### src/rtl/uart_pkg.sv
// Shared UART constants, receiver state encoding and the received-byte payload.
package uart_pkg;

    localparam int unsigned OVERSAMPLE   = 16;
    localparam int unsigned SAMPLE_POINT = 7;
    localparam int unsigned DATA_BITS    = 8;
    localparam int unsigned SCNT_W       = $clog2(OVERSAMPLE);
    localparam int unsigned BIDX_W       = $clog2(DATA_BITS);

    typedef enum logic [2:0] {
        IDLE   = 3'd0,
        START  = 3'd1,
        DATA   = 3'd2,
        PARITY = 3'd3,
        STOP   = 3'd4
    } rx_state_t;

    typedef struct packed {
        logic [DATA_BITS-1:0] data;
        logic                 parity_err;
        logic                 frame_err;
        logic                 brk;
    } rx_result_t;

endpackage

### src/rtl/uart_baud_tick.sv
// Oversample tick generator: one-cycle tick every max(div_i,1) clocks while enabled.
module uart_baud_tick #(
    parameter int unsigned DIV_W = 16
) (
    input  logic             clk,
    input  logic             rst_n,
    input  logic             en_i,
    input  logic [DIV_W-1:0] div_i,
    output logic             tick_c
);

    logic [DIV_W-1:0] cnt_q, cnt_d;
    logic [DIV_W-1:0] reload_c;

    // A divisor of zero behaves like one (tick every clock).
    assign reload_c = (div_i == '0) ? '0 : div_i - DIV_W'(1);
    assign tick_c   = en_i && (cnt_q == '0);

    always_comb begin
        cnt_d = cnt_q;
        if (!en_i || cnt_q == '0) begin
            cnt_d = reload_c;
        end else begin
            cnt_d = cnt_q - DIV_W'(1);
        end
    end

    always_ff @(posedge clk or negedge rst_n) begin
        if (!rst_n) begin
            cnt_q <= '0;
        end else begin
            cnt_q <= cnt_d;
        end
    end

endmodule

### src/rtl/uart_rx_engine.sv
// UART receiver: 16x oversampled frame recovery with parity/stop checks and a valid/ready output.
// Optional build macro UART_RX_MAJORITY_EN: 2-of-3 majority vote over ticks 6, 7 and 8.
module uart_rx_engine
    import uart_pkg::*;
#(
    parameter int unsigned BAUD_W = 16
) (
    input  logic              clock,
    input  logic              reset,
    input  logic              rx_en,
    input  logic [BAUD_W-1:0] baud_div,
    input  logic              parity_enable,
    input  logic              parity_odd,
    input  logic              stop_bit,
    input  logic              rx,
    output logic [7:0]        rx_data,
    output logic              rx_parity_err,
    output logic              rx_frame_err,
    output logic              rx_break,
    output logic              rx_valid,
    input  logic              rx_ready,
    output logic              overrun_err,
    output logic              busy
);

`ifdef UART_RX_MAJORITY_EN
    localparam int unsigned DECIDE_PT = SAMPLE_POINT + 1;
`else
    localparam int unsigned DECIDE_PT = SAMPLE_POINT;
`endif

    logic              sync1_q, sync2_q, prev_q;
    rx_state_t         state_q, state_d;
    logic [SCNT_W-1:0] scnt_q, scnt_d;
    logic [BIDX_W-1:0] bidx_q, bidx_d;
    logic [DATA_BITS-1:0] shift_q, shift_d;
    logic              pen_q, pen_d, podd_q, podd_d, two_q, two_d;
    logic              stop2_q, stop2_d, perr_q, perr_d, ferr_q, ferr_d;
    rx_result_t        res_q, res_d;
    logic              valid_q, valid_d, ovr_q, ovr_d, busy_q, busy_d;
    logic              tick_c, bit_c, sample_c, wrap_c, done_c, hs_c;

    uart_baud_tick #(.DIV_W(BAUD_W)) u_baud_tick (
        .clk    (clock),
        .rst_n  (reset),
        .en_i   (rx_en && (state_q != IDLE)),
        .div_i  (baud_div),
        .tick_c (tick_c)
    );

    assign sample_c = tick_c && (scnt_q == SCNT_W'(DECIDE_PT));
    assign wrap_c   = tick_c && (scnt_q == SCNT_W'(OVERSAMPLE - 1));

`ifdef UART_RX_MAJORITY_EN
    logic s6_q, s7_q;

    // Early samples held for the vote taken at the decision tick.
    always_ff @(posedge clock or negedge reset) begin
        if (!reset) begin
            s6_q <= 1'b0;
            s7_q <= 1'b0;
        end else if (tick_c) begin
            if (scnt_q == SCNT_W'(SAMPLE_POINT - 1)) s6_q <= sync2_q;
            if (scnt_q == SCNT_W'(SAMPLE_POINT))     s7_q <= sync2_q;
        end
    end

    assign bit_c = (s6_q & s7_q) | (s6_q & sync2_q) | (s7_q & sync2_q);
`else
    assign bit_c = sync2_q;
`endif

    always_comb begin
        state_d = state_q;
        scnt_d  = tick_c ? scnt_q + SCNT_W'(1) : scnt_q;
        bidx_d  = bidx_q;
        shift_d = shift_q;
        pen_d   = pen_q;
        podd_d  = podd_q;
        two_d   = two_q;
        stop2_d = stop2_q;
        perr_d  = perr_q;
        ferr_d  = ferr_q;
        done_c  = 1'b0;

        if (!rx_en) begin
            state_d = IDLE;
        end else begin
            case (state_q)
                IDLE: begin
                    scnt_d  = '0;
                    bidx_d  = '0;
                    stop2_d = 1'b0;
                    perr_d  = 1'b0;
                    ferr_d  = 1'b0;
                    if (prev_q && !sync2_q) begin
                        state_d = START;
                        pen_d   = parity_enable;
                        podd_d  = parity_odd;
                        two_d   = stop_bit;
                    end
                end
                START: begin
                    if (sample_c && bit_c) begin
                        state_d = IDLE;
                    end else if (wrap_c) begin
                        state_d = DATA;
                    end
                end
                DATA: begin
                    if (sample_c) shift_d = {bit_c, shift_q[DATA_BITS-1:1]};
                    if (wrap_c) begin
                        bidx_d = bidx_q + BIDX_W'(1);
                        if (bidx_q == BIDX_W'(DATA_BITS - 1)) begin
                            state_d = pen_q ? PARITY : STOP;
                        end
                    end
                end
                PARITY: begin
                    if (sample_c && (bit_c != ((^shift_q) ^ podd_q))) perr_d = 1'b1;
                    if (wrap_c) state_d = STOP;
                end
                STOP: begin
                    if (sample_c) begin
                        if (!bit_c) ferr_d = 1'b1;
                        // The frame ends mid-stop so the next start edge is seen.
                        if (!two_q || stop2_q) begin
                            done_c  = 1'b1;
                            state_d = IDLE;
                        end else begin
                            stop2_d = 1'b1;
                        end
                    end
                end
                default: state_d = IDLE;
            endcase
        end

        // Output holding register with overrun detection.
        hs_c    = valid_q && rx_ready;
        res_d   = res_q;
        valid_d = valid_q && !hs_c;
        ovr_d   = 1'b0;
        if (done_c) begin
            if (!valid_q || hs_c) begin
                res_d.data       = shift_q;
                res_d.parity_err = perr_d;
                res_d.frame_err  = ferr_d;
                res_d.brk        = ferr_d && (shift_q == '0);
                valid_d          = 1'b1;
            end else begin
                ovr_d = 1'b1;
            end
        end
        busy_d = (state_d != IDLE);
    end

    always_ff @(posedge clock or negedge reset) begin
        if (!reset) begin
            sync1_q <= 1'b1;
            sync2_q <= 1'b1;
            prev_q  <= 1'b1;
            state_q <= IDLE;
            scnt_q  <= '0;
            bidx_q  <= '0;
            shift_q <= '0;
            pen_q   <= 1'b0;
            podd_q  <= 1'b0;
            two_q   <= 1'b0;
            stop2_q <= 1'b0;
            perr_q  <= 1'b0;
            ferr_q  <= 1'b0;
            res_q   <= '0;
            valid_q <= 1'b0;
            ovr_q   <= 1'b0;
            busy_q  <= 1'b0;
        end else begin
            sync1_q <= rx;
            sync2_q <= sync1_q;
            prev_q  <= sync2_q;
            state_q <= state_d;
            scnt_q  <= scnt_d;
            bidx_q  <= bidx_d;
            shift_q <= shift_d;
            pen_q   <= pen_d;
            podd_q  <= podd_d;
            two_q   <= two_d;
            stop2_q <= stop2_d;
            perr_q  <= perr_d;
            ferr_q  <= ferr_d;
            res_q   <= res_d;
            valid_q <= valid_d;
            ovr_q   <= ovr_d;
            busy_q  <= busy_d;
        end
    end

    assign rx_data       = res_q.data;
    assign rx_parity_err = res_q.parity_err;
    assign rx_frame_err  = res_q.frame_err;
    assign rx_break      = res_q.brk;
    assign rx_valid      = valid_q;
    assign overrun_err   = ovr_q;
    assign busy          = busy_q;

endmodule

### config.mk
export PLATFORM = sky130hd
export DESIGN_NAME = uart_rx_engine
export DESIGN_NICKNAME = d
export VERILOG_FILES = /design/src/rtl/uart_pkg.sv /design/src/rtl/uart_baud_tick.sv /design/src/rtl/uart_rx_engine.sv
export SDC_FILE = /design/constraint.sdc
export NUM_CORES = 1
export LEC_CHECK = 0
export ABC_AREA = 0
export CORE_ASPECT_RATIO = 0.9
export CORE_MARGIN = 3
export CORE_UTILIZATION = 45
export CTS_CLUSTER_DIAMETER = 100
export DETAILED_ROUTE_END_ITERATION = 7
export GPL_TIMING_DRIVEN = 0
export PLACE_DENSITY = 0.67
export SLEW_MARGIN = 5
export SYNTH_ARGS = -nofsm -noshare
export SYNTH_HDL_FRONTEND = slang
export SYNTH_SLANG_ARGS = --single-unit
export TNS_END_PERCENT = 1
### constraint.sdc
create_clock -name clock -period 4.33 [get_ports clock]
set_input_delay 0.866 -clock clock [delete_from_list [all_inputs] [get_ports clock]]
set_output_delay 0.866 -clock clock [all_outputs]
set_load 0.05 [all_outputs]
# After elaboration in Yosys (flattened, before gate mapping)
# Index checks and enable logic that the tools add are counted.
[word_totals]
regBits = 57
elab_cells = 105
[classes]
addsub = 4
n_eq_ne = 11
n_mux = 36
n_bitwise = 1
n_reduce_logical = 32
[ops]
columns = ["op", "n"]
rows = [
  ["3-bit 2-to-1 mux", 11],
  ["16-bit logical NOT", 2],
  ["16-bit 2-to-1 mux", 2],
  ["16-bit by 1-bit subtractor with 16-bit output, second input constant", 2],
  ["1-bit 2-to-1 mux", 15],
  ["3-bit case mux with 5 select lines", 1],
  ["4-bit 2-to-1 mux", 3],
  ["1-bit logical AND", 10],
  ["3-bit AND reduction", 3],
  ["8-bit logical NOT", 1],
  ["8-bit parity", 1],
  ["3-bit by 2-bit == test with 1-bit output, second input constant", 2],
  ["3-bit == test, second input constant", 2],
  ["2-bit inequality test, second input constant", 3],
  ["1-bit case mux with 2 select lines", 3],
  ["3-bit case mux with 2 select lines", 1],
  ["3-bit nonzero test", 2],
  ["1-bit logical NOT", 5],
  ["4-bit by 1-bit adder with 4-bit output, second input constant", 1],
  ["4-bit by 3-bit == test with 1-bit output, second input constant", 1],
  ["4-bit == test, second input constant", 1],
  ["4-bit AND reduction", 1],
  ["2-bit nonzero test", 2],
  ["3-bit by 1-bit adder with 3-bit output, second input constant", 1],
  ["other kinds (6)", 8],
]

# Logic depth before layout (Yosys ltp)
# Gate-level depths: netlist (run 1).
[logic_depth]
depth_word = 9
mapped_depth = 10
depth_no_buf = 7

# Modules after synthesis
# From an unflattened synthesis (run 1), not the netlist that was laid out.
[hier_totals]
cells_unflattened = 302
area_unflattened_um2 = 3062.9
[modules_own_cells]
columns = ["mod", "instances", "cells_per_inst", "area_per_inst_um2"]
rows = [
  ["uart_rx_engine", 1, 175, 1916.8],
  ["uart_baud_tick", 1, 127, 1146.1],
]

# Least setup slack after synthesis (run 1)
# No wires, ideal clock.
[synth_path]
path_kind = "in2reg"
start = "in baud_div[4]"
end = "reg u_baud_tick.cnt_q[10]"
arrival_ps = 2436
required_time_ps = 4192
slack_ps = 1756
path_stages = 7
n_path_buf = 2
cell_sequence = "or4_1 > buf_2 > nor4_4 > nand2_2 > o31ai_4 > buf_6 > o22ai_1"
[synth_between]
elab_chain_cells = 3
word_cells_on_any_way = 4
cone_classes = "add/sub (1); mux (2); reduce/logical (1)"
[synth_lines]
columns = ["element", "line", "text"]
rows = [
  ["start: declaration", "uart_rx_engine.sv:11", "input logic [BAUD_W-1:0] baud_div,"],
  ["16-bit by 1-bit subtractor with 16-bit output / 16-bit logical NOT (equally long branches)", "uart_baud_tick.sv:16", "assign reload_c = (div_i == '0) ? '0 : div_i - DIV_W'(1);"],
  ["16-bit 2-to-1 mux *", "uart_baud_tick.sv:16", ""],
  ["16-bit 2-to-1 mux *", "uart_baud_tick.sv:21", "if (!en_i || cnt_q == '0) begin"],
  ["named net u_baud_tick.cnt_d[10]", "uart_baud_tick.sv:12", "logic [DIV_W-1:0] cnt_q, cnt_d;"],
  ["end signal: assignment", "uart_baud_tick.sv:32", "cnt_q <= cnt_d;"],
  ["end: declaration", "uart_baud_tick.sv:12", ""],
]
# The timed path passes the listed nets; every way through them passes the cells marked *.
# A chain may end at the register's enable or synchronous reset.

# Worst setup path in the final report (run 1)
[layout_path]
start = "in baud_div[4]"
end = "reg u_baud_tick.cnt_q[11]"
# The elaborated chain is that of the path after synthesis.

==> metrics.md, run 1 <==
| Metric | Value |
|---|---|
| Post-CTS setup buffer count | 0 |
| Peak VDD IR | 0.165 mV |
| First-pass GRT wire length | 10200 um |
| Min-Delay Startpoint | sync1_q |
| Endpoint, Worst Hold | bit_c |
| Die area | 0.00785 mm^2 |
| Power Dens Cells | 338 mW/mm^2 |
| Layout Skew | 0.0101 ns |
| Vias in the first global route | 2195 |
| TritonCTS buffer count | 9 |
| Clock Tree Buf Depth | 2 |
| Number of flops mapped to enable cells by yosys | 0 |
| Skew-Pair Late Insertion Delay | 0.33 ns |
| Post-DRT Antenna Nets | 0 |
| Drt total wl | 5770 um |
| Critical path launch point type | input port |
| Hold Path Class | reg2reg |
| CTS tree | yes |
| Crit-path slowest cell | or4_1 |
| Initial DRC Count | 99 |
| Post-synthesis cell type count | 46 |
| Yosys reg bits | 57 |
| Pwr Total | 1.28 mW |
| R2r startpoint | u_baud_tick.cnt_q[8] |
| Part of the power in the clock network | 44.4% |
| # diodes | 0 |
| Initial antenna violation count | 0 |
| Post-CTS sizing | 0 |
| Cell taking the most area after synthesis | dfrtp_1 |
| Core Region | 0.00635 mm^2 |
| Switching portion of total power | 22.4% |
| GPL Wtd Cong | 0.845 |
| Largest net degree at the start of global routing | 37 |
| Worst slew margin | 52.7% |
| Final setup viols | 0 |
| Final slew viol count | 0 |
| Critical path class | in2reg |
| Layout Nets | 371 |
| Multi-input gate area | 0.00152 mm^2 |
| Drt drc | 0 |
| Crit path cell chain | clkdlybuf4s50_1 -> or4_1 -> buf_2 -> nor4_4 -> nand2_2 -> o31ai_4 -> buf_6 -> o22ai_1 |
| Seq. cell area | 0.00143 mm^2 |
| Worst-path fanout max | 10 |
| Status | finished, final reports clean |
| Mapped cell area | 0.00307 mm^2 |
| Htree depth | 3 |
| Post-DR vias/cell | 5.25 |
| Final hold viol count | 0 |
| Setup tns final | 0 ns |
| Fin crit period | 2.85 ns |
| Worst Path Required | 4.52 ns |
| Hold slack | 0.363 ns |
| Post-synthesis cell count | 288 |
| Psw | 288 uW |
| Wire per inst | 13.4 um |
| Flop2flop setup slack | 1.83 ns |
| Worst-margin pin slew | 0.703 ns |
| Initial Utilization | 48.3% |
| Hold-critical path depth | 0 |
| Most used DFF post-synth | dfrtp_1 |
| Post-DP HPWL | 4460 um |
| IO buf count | 37 |
| Die X | 93.0 um |
| Grt ovf | 0 |
| RSZ-0062 raised after global routing | no |
| FMAX | 351 MHz |
| Int Power | 995 uW |
| Post-CTS Hold Fix Bufs | 0 |
| Clk slew on worst S/H paths | 0.06 ns |
| Ports | 38 |
| DR pass1 iterations | 4 |
| Synth cell count leaders | dfrtp_1 (54), nor2_1 (23), xnor2_1 (22) |
| Area grow syn2layout | 23.7% |
| Root buffer cell | clkbuf_8 |
| Max Cap Viol | 0 |
| Arr. time, crit path | 3.04 ns |
| Most common cell in the netlist | dfrtp_1 |
| Seq/Total Area, Yosys | 46.6% |
| Area contributors post-synth | dfrtp_1 (44%), xnor2_1 (6.3%), mux2_2 (4.8%), ha_1 (4.1%), xor2_1 (3.4%) |
| Fillcell total | 540 |
| Logic pwr share | 10.4% |
| Gr usage total | 16.3% |
| Clk sinks | 57 |
| Post-route clock period utilization | 65.9% |
| Layout cells sized above 1 | 13.5% |
| R2R Path End | shift_q[7] |
| R2R depth | 5 |
| Rows | 27 |
| Vias post-DR | 2254 |
| Synthesis Warnings | 0 |
| Share of flip-flops with an asynchronous set or reset | 100% |
| Max stage delay on crit path | 0.53 ns |
| Pleak | 1.67 nW |
| Syn Area/Cell | 10.7 um^2 |
| Final core occ | 59.8% |
| Post-Syn Nets | 322 |
| Top cell type's share of synthesized area | 44.0% |
| Die height | 84.3 um |
| Worst Setup End Kind | register |
| Flop pwr share | 45.1% |
metal layers:
layer  vias up  track usage [%]  part of all wire, %
met3         9             3.32                  5.5
met4         0             7.46                  1.8
met2        65             25.5                   47
met1      1045             21.7                   46
li1       1135                -                    -
met5         -                0                    0
state kept, by name, summed over array words and instances (netlist names), 3 cells and up:
register           cells
state_q                3
scnt_q                 4
bidx_q                 3
rx_data                8
shift_q                8
u_baud_tick.cnt_q     16
final cells by class:
| cell class | instances | area share, % |
|---|---|---|
| plain buffers | 9 | 1.22 |
| clock buffers | 14 | 4.55 |
| clock inverters | 2 | 1.58 |
| inverters | 19 | 1.88 |
| multi-input cells | 203 | 40.1 |
| flip-flops and latches | 57 | 37.7 |
| well taps | 87 | 2.87 |
| repair buffers | 38 | 10.2 |
power by group through the flow:
stage                     Clock (mW)  Sequential [mW]  Combinational, mW
after floorplan                    0            0.586             0.0761
after global placement             0            0.588              0.132
after detailed placement           0            0.589              0.134
after CTS                      0.581            0.579              0.136
after global routing           0.615            0.583              0.149
final                          0.570            0.579              0.134
metrics by stage:
step	cell area [um^2]	setup WS [ns]	std cells
after global routing	3790	1.32	429
final	3790	1.48	429
after detailed placement	3560	1.10	413
after CTS	3790	1.45	429
after global placement	3550	0.641	412
after floorplan	3070	1.76	288
worst max-delay path: cells and delay by family:
kind / cells / cell delay (ns)
buffers and inverters: 3 / 0.80
AND/OR/NAND/NOR: 3 / 0.96
AO/OA/AOI/OAI: 2 / 0.42
how the worst max path moves through the flow:
stage / start / end / cells after the start
2_1_floorplan: baud_div[4] / u_baud_tick.cnt_q[10] / 7
3_3_place_gp: reset / rx_data[6] / 1
3_5_place_dp: baud_div[4] / u_baud_tick.cnt_q[8] / 8
4_1_cts: baud_div[4] / u_baud_tick.cnt_q[8] / 8
5_1_grt: baud_div[4] / u_baud_tick.cnt_q[8] / 8
6_report: baud_div[4] / u_baud_tick.cnt_q[11] / 8
cell families after synthesis:
| kind of cell | Yosys count | synth area share (%) |
|---|---|---|
| AOI/OAI and AO/OA | 39 | 8.61 |
| xor gates and xnor gates | 34 | 9.71 |
| adders and majority gates | 10 | 4.08 |
| buffers and inverters | 28 | 3.83 |
| DFF | 57 | 46.6 |
| muxes | 23 | 8.03 |
| and+or+nand+nor | 97 | 19.1 |
layout by cell type (no fill, tap or decap), types with 2 or more instances in the layout:
cell type,netlist,routed
dfrtp_1,54,54
clkdlybuf4s50_1,0,36
nor2_1,23,23
xnor2_1,22,22
inv_1,19,19
o22ai_1,15,15
mux2_2,13,13
nor3_1,12,12
xor2_1,12,12
clkbuf_8,0,12
mux2i_1,10,10
ha_1,10,10
nand2_1,9,9
nand3b_1,8,8
or3_1,7,7
nor4_1,6,6
nand3_1,6,6
clkbuf_1,4,6
a21oi_1,6,6
o21ai_0,6,6
buf_2,4,5
nor2b_1,4,4
nand4_1,3,3
or4_1,3,3
nand2b_1,3,3
dfstp_2,3,3
nor4_4,2,2
nor4b_1,2,2
nor3b_1,2,2
a31oi_1,2,2
bufinv_16,0,2
(Power assumes the default switching activity.)
==> inputs of run 2 (changes only) <==
- clock period: 4.33 -> 3 ns (I/O delays scaled with it)
==> results of run 2 <==
The final DEF is identical to that of run 1. Status: finished, final reports clean.
Main changes from that run: setup slack after placement 1.10 ns -> 0.0351 ns; setup slack after layout 1.48 ns -> 0.414 ns; hold slack 0.363 ns -> 0.233 ns; register-to-register setup slack 1.83 ns -> 0.50 ns; total power 1.28 mW -> 1.85 mW; worst IR drop on VDD 0.165 mV -> 0.238 mV
==> inputs of run 3 (changes only) <==
- MAX_ROUTING_LAYER: unset -> met4
==> run 3 against run 2 <==
Compared with the run above: first-iteration DRC count fell by 8.1%; core utilization is the same; global-route usage up 0.53 points; routed wire length shrank 0.31%; sequential share of layout area unchanged; register-to-register slack gained 0.02 ns; via count is 0.44% higher; flip-flop and latch count stayed put; critical endpoint is now rx_data[0]; largest cell class unchanged.
==> metrics.md, run 3 (synthesis gave the netlist of run 1 again) <==
| Metric | Value |
|---|---|
| Final setup viols | 0 |
| Root buffer cell | clkbuf_8 |
| Grt ovf | 0 |
| Final hold viol count | 0 |
| Vias in the first global route | 2192 |
| Status | finished, final reports clean |
| RSZ-0062 raised after global routing | no |
| Core Region | 0.00635 mm^2 |
| Worst slew margin | 53.3% |
| Die area | 0.00785 mm^2 |
| TritonCTS buffer count | 9 |
| Post-DP HPWL | 4460 um |
| Worst Path Required | 3.21 ns |
| Gr usage total | 16.8% |
| Commonest non-fill, non-tap cell in the layout | dfrtp_1 |
| Biggest register | u_baud_tick.cnt_q |
| Crit path cell chain | clkdlybuf4s50_1 -> nor3b_1 -> nor4b_1 -> and4_1 -> buf_2 -> mux2_2 |
| Drt drc | 0 |
| Layout Skew | 0.00981 ns |
| Ports | 38 |
| Fin worst setup slack | 0.406 ns |
| Htree depth | 3 |
| Clk sinks | 57 |
| CTS tree | yes |
| Initial antenna violation count | 0 |
| Peak VDD IR | 0.238 mV |
| Clk slew on worst S/H paths | 0.06 ns |
| Worst-path fanout max | 10 |
| Critical path launch point type | input port |
| Post-DR vias/cell | 5.28 |
| Max stage delay on crit path | 0.55 ns |
| Rows | 27 |
| Largest net degree at the start of global routing | 37 |
| Post-placement cell count | 413 |
| # diodes | 0 |
| Die X | 93.0 um |
| Wire per inst | 13.4 um |
| DR pass1 iterations | 4 |
| Layout Nets | 371 |
| Post-CTS sizing | 0 |
| Post-route clock period utilization | 86.5% |
| FMAX | 385 MHz |
| Non-filler instance count after layout | 429 |
| Drt total wl | 5750 um |
| Power Dens Cells | 488 mW/mm^2 |
| Final slew viol count | 0 |
| Initial Utilization | 48.3% |
| Leading cell types in the layout, fill and taps excluded | dfrtp_1 (54), clkdlybuf4s50_1 (36), nor2_1 (23) |
| Max Cap Viol | 0 |
| Worst-margin pin slew | 0.695 ns |
| Vias post-DR | 2264 |
| Pleak | 1.67 nW |
| Post-DRT Antenna Nets | 0 |
| Skew-Pair Late Insertion Delay | 0.33 ns |
| Hold Path Class | in2async |
| Fillcell total | 540 |
| IO buf count | 37 |
| Worst Setup End Kind | register |
| GPL Wtd Cong | 0.859 |
| Arr. time, crit path | 2.80 ns |
| Fin crit period | 2.59 ns |
| R2R depth | 5 |
| Crit-path slowest cell | clkdlybuf4s50_1 |
| Die height | 84.3 um |
| Clock Tree Buf Depth | 2 |
| Area grow syn2layout | 23.7% |
| Layout cells sized above 1 | 13.5% |
| Post-CTS Hold Fix Bufs | 0 |
| Post-CTS setup buffer count | 0 |
| Critical path class | in2reg |
| First-pass GRT wire length | 10200 um |
| Initial DRC Count | 91 |
| Setup slack at placement | 0.0351 ns |
| Largest register FFs | 16 |
==> run 3: final cells by class <==
class                   count  area [um^2]  area share, %
clock buffers              14          173           4.55
flip-flops and latches     57         1430           37.7
inverters                  19         71.3           1.88
plain buffers               9         46.3           1.22
repair buffers             38          385           10.2
multi-input cells         203         1520           40.1
clock inverters             2         60.1           1.58
well taps                  87          109           2.87
==> run 3: worst max-delay path, delay by kind of cell <==
kind	cells	cell delay [ns]
buffers and inverters	2	0.81
muxes	1	0.36
and+or+nand+nor	3	1.03
==> run 3: metrics by stage <==
stage                     utilization, %  total power [mW]  cell area [um^2]  setup TNS [ns]  hold slack [ns]
after global routing                59.8              1.94              3790               0            0.262
after CTS                           59.8              1.87              3790               0            0.235
after detailed placement            56.1              1.04              3560               0            0.360
after floorplan                        -             0.956              3070               0            0.304
final                               59.8              1.85              3790               0            0.233
after global placement              55.9              1.04              3550          -22.73            0.356
==> run 3: worst paths after layout <==
kind | startpoint | end | slack (ns)
min | reset | scnt_q[1] | 0.23
min in group clock | sync1_q | bit_c | 0.36
min reg2reg | sync1_q | bit_c | 0.36
max reg2reg | u_baud_tick.cnt_q[8] | shift_q[7] | 0.52
max in group asynchronous | reset | sync1_q | 2.14
max | rx_en | rx_data[0] | 0.41
==> run 3: routing by layer <==
metal / share of wire [%] / track usage (%) / up-vias
met5: 0 / - / -
met4: 1.8 / 7.46 / 0
li1: - / - / 1133
met2: 47 / 25.3 / 71
met3: 5.6 / 3.32 / 11
met1: 46 / 22.0 / 1049
==> run 3: power by group <==
group	leakage, nW	switching (mW)	internal (mW)
combinational	0.853	0.0972	0.0958
sequential	0.701	0.0319	0.804
clock	0.117	0.285	0.537
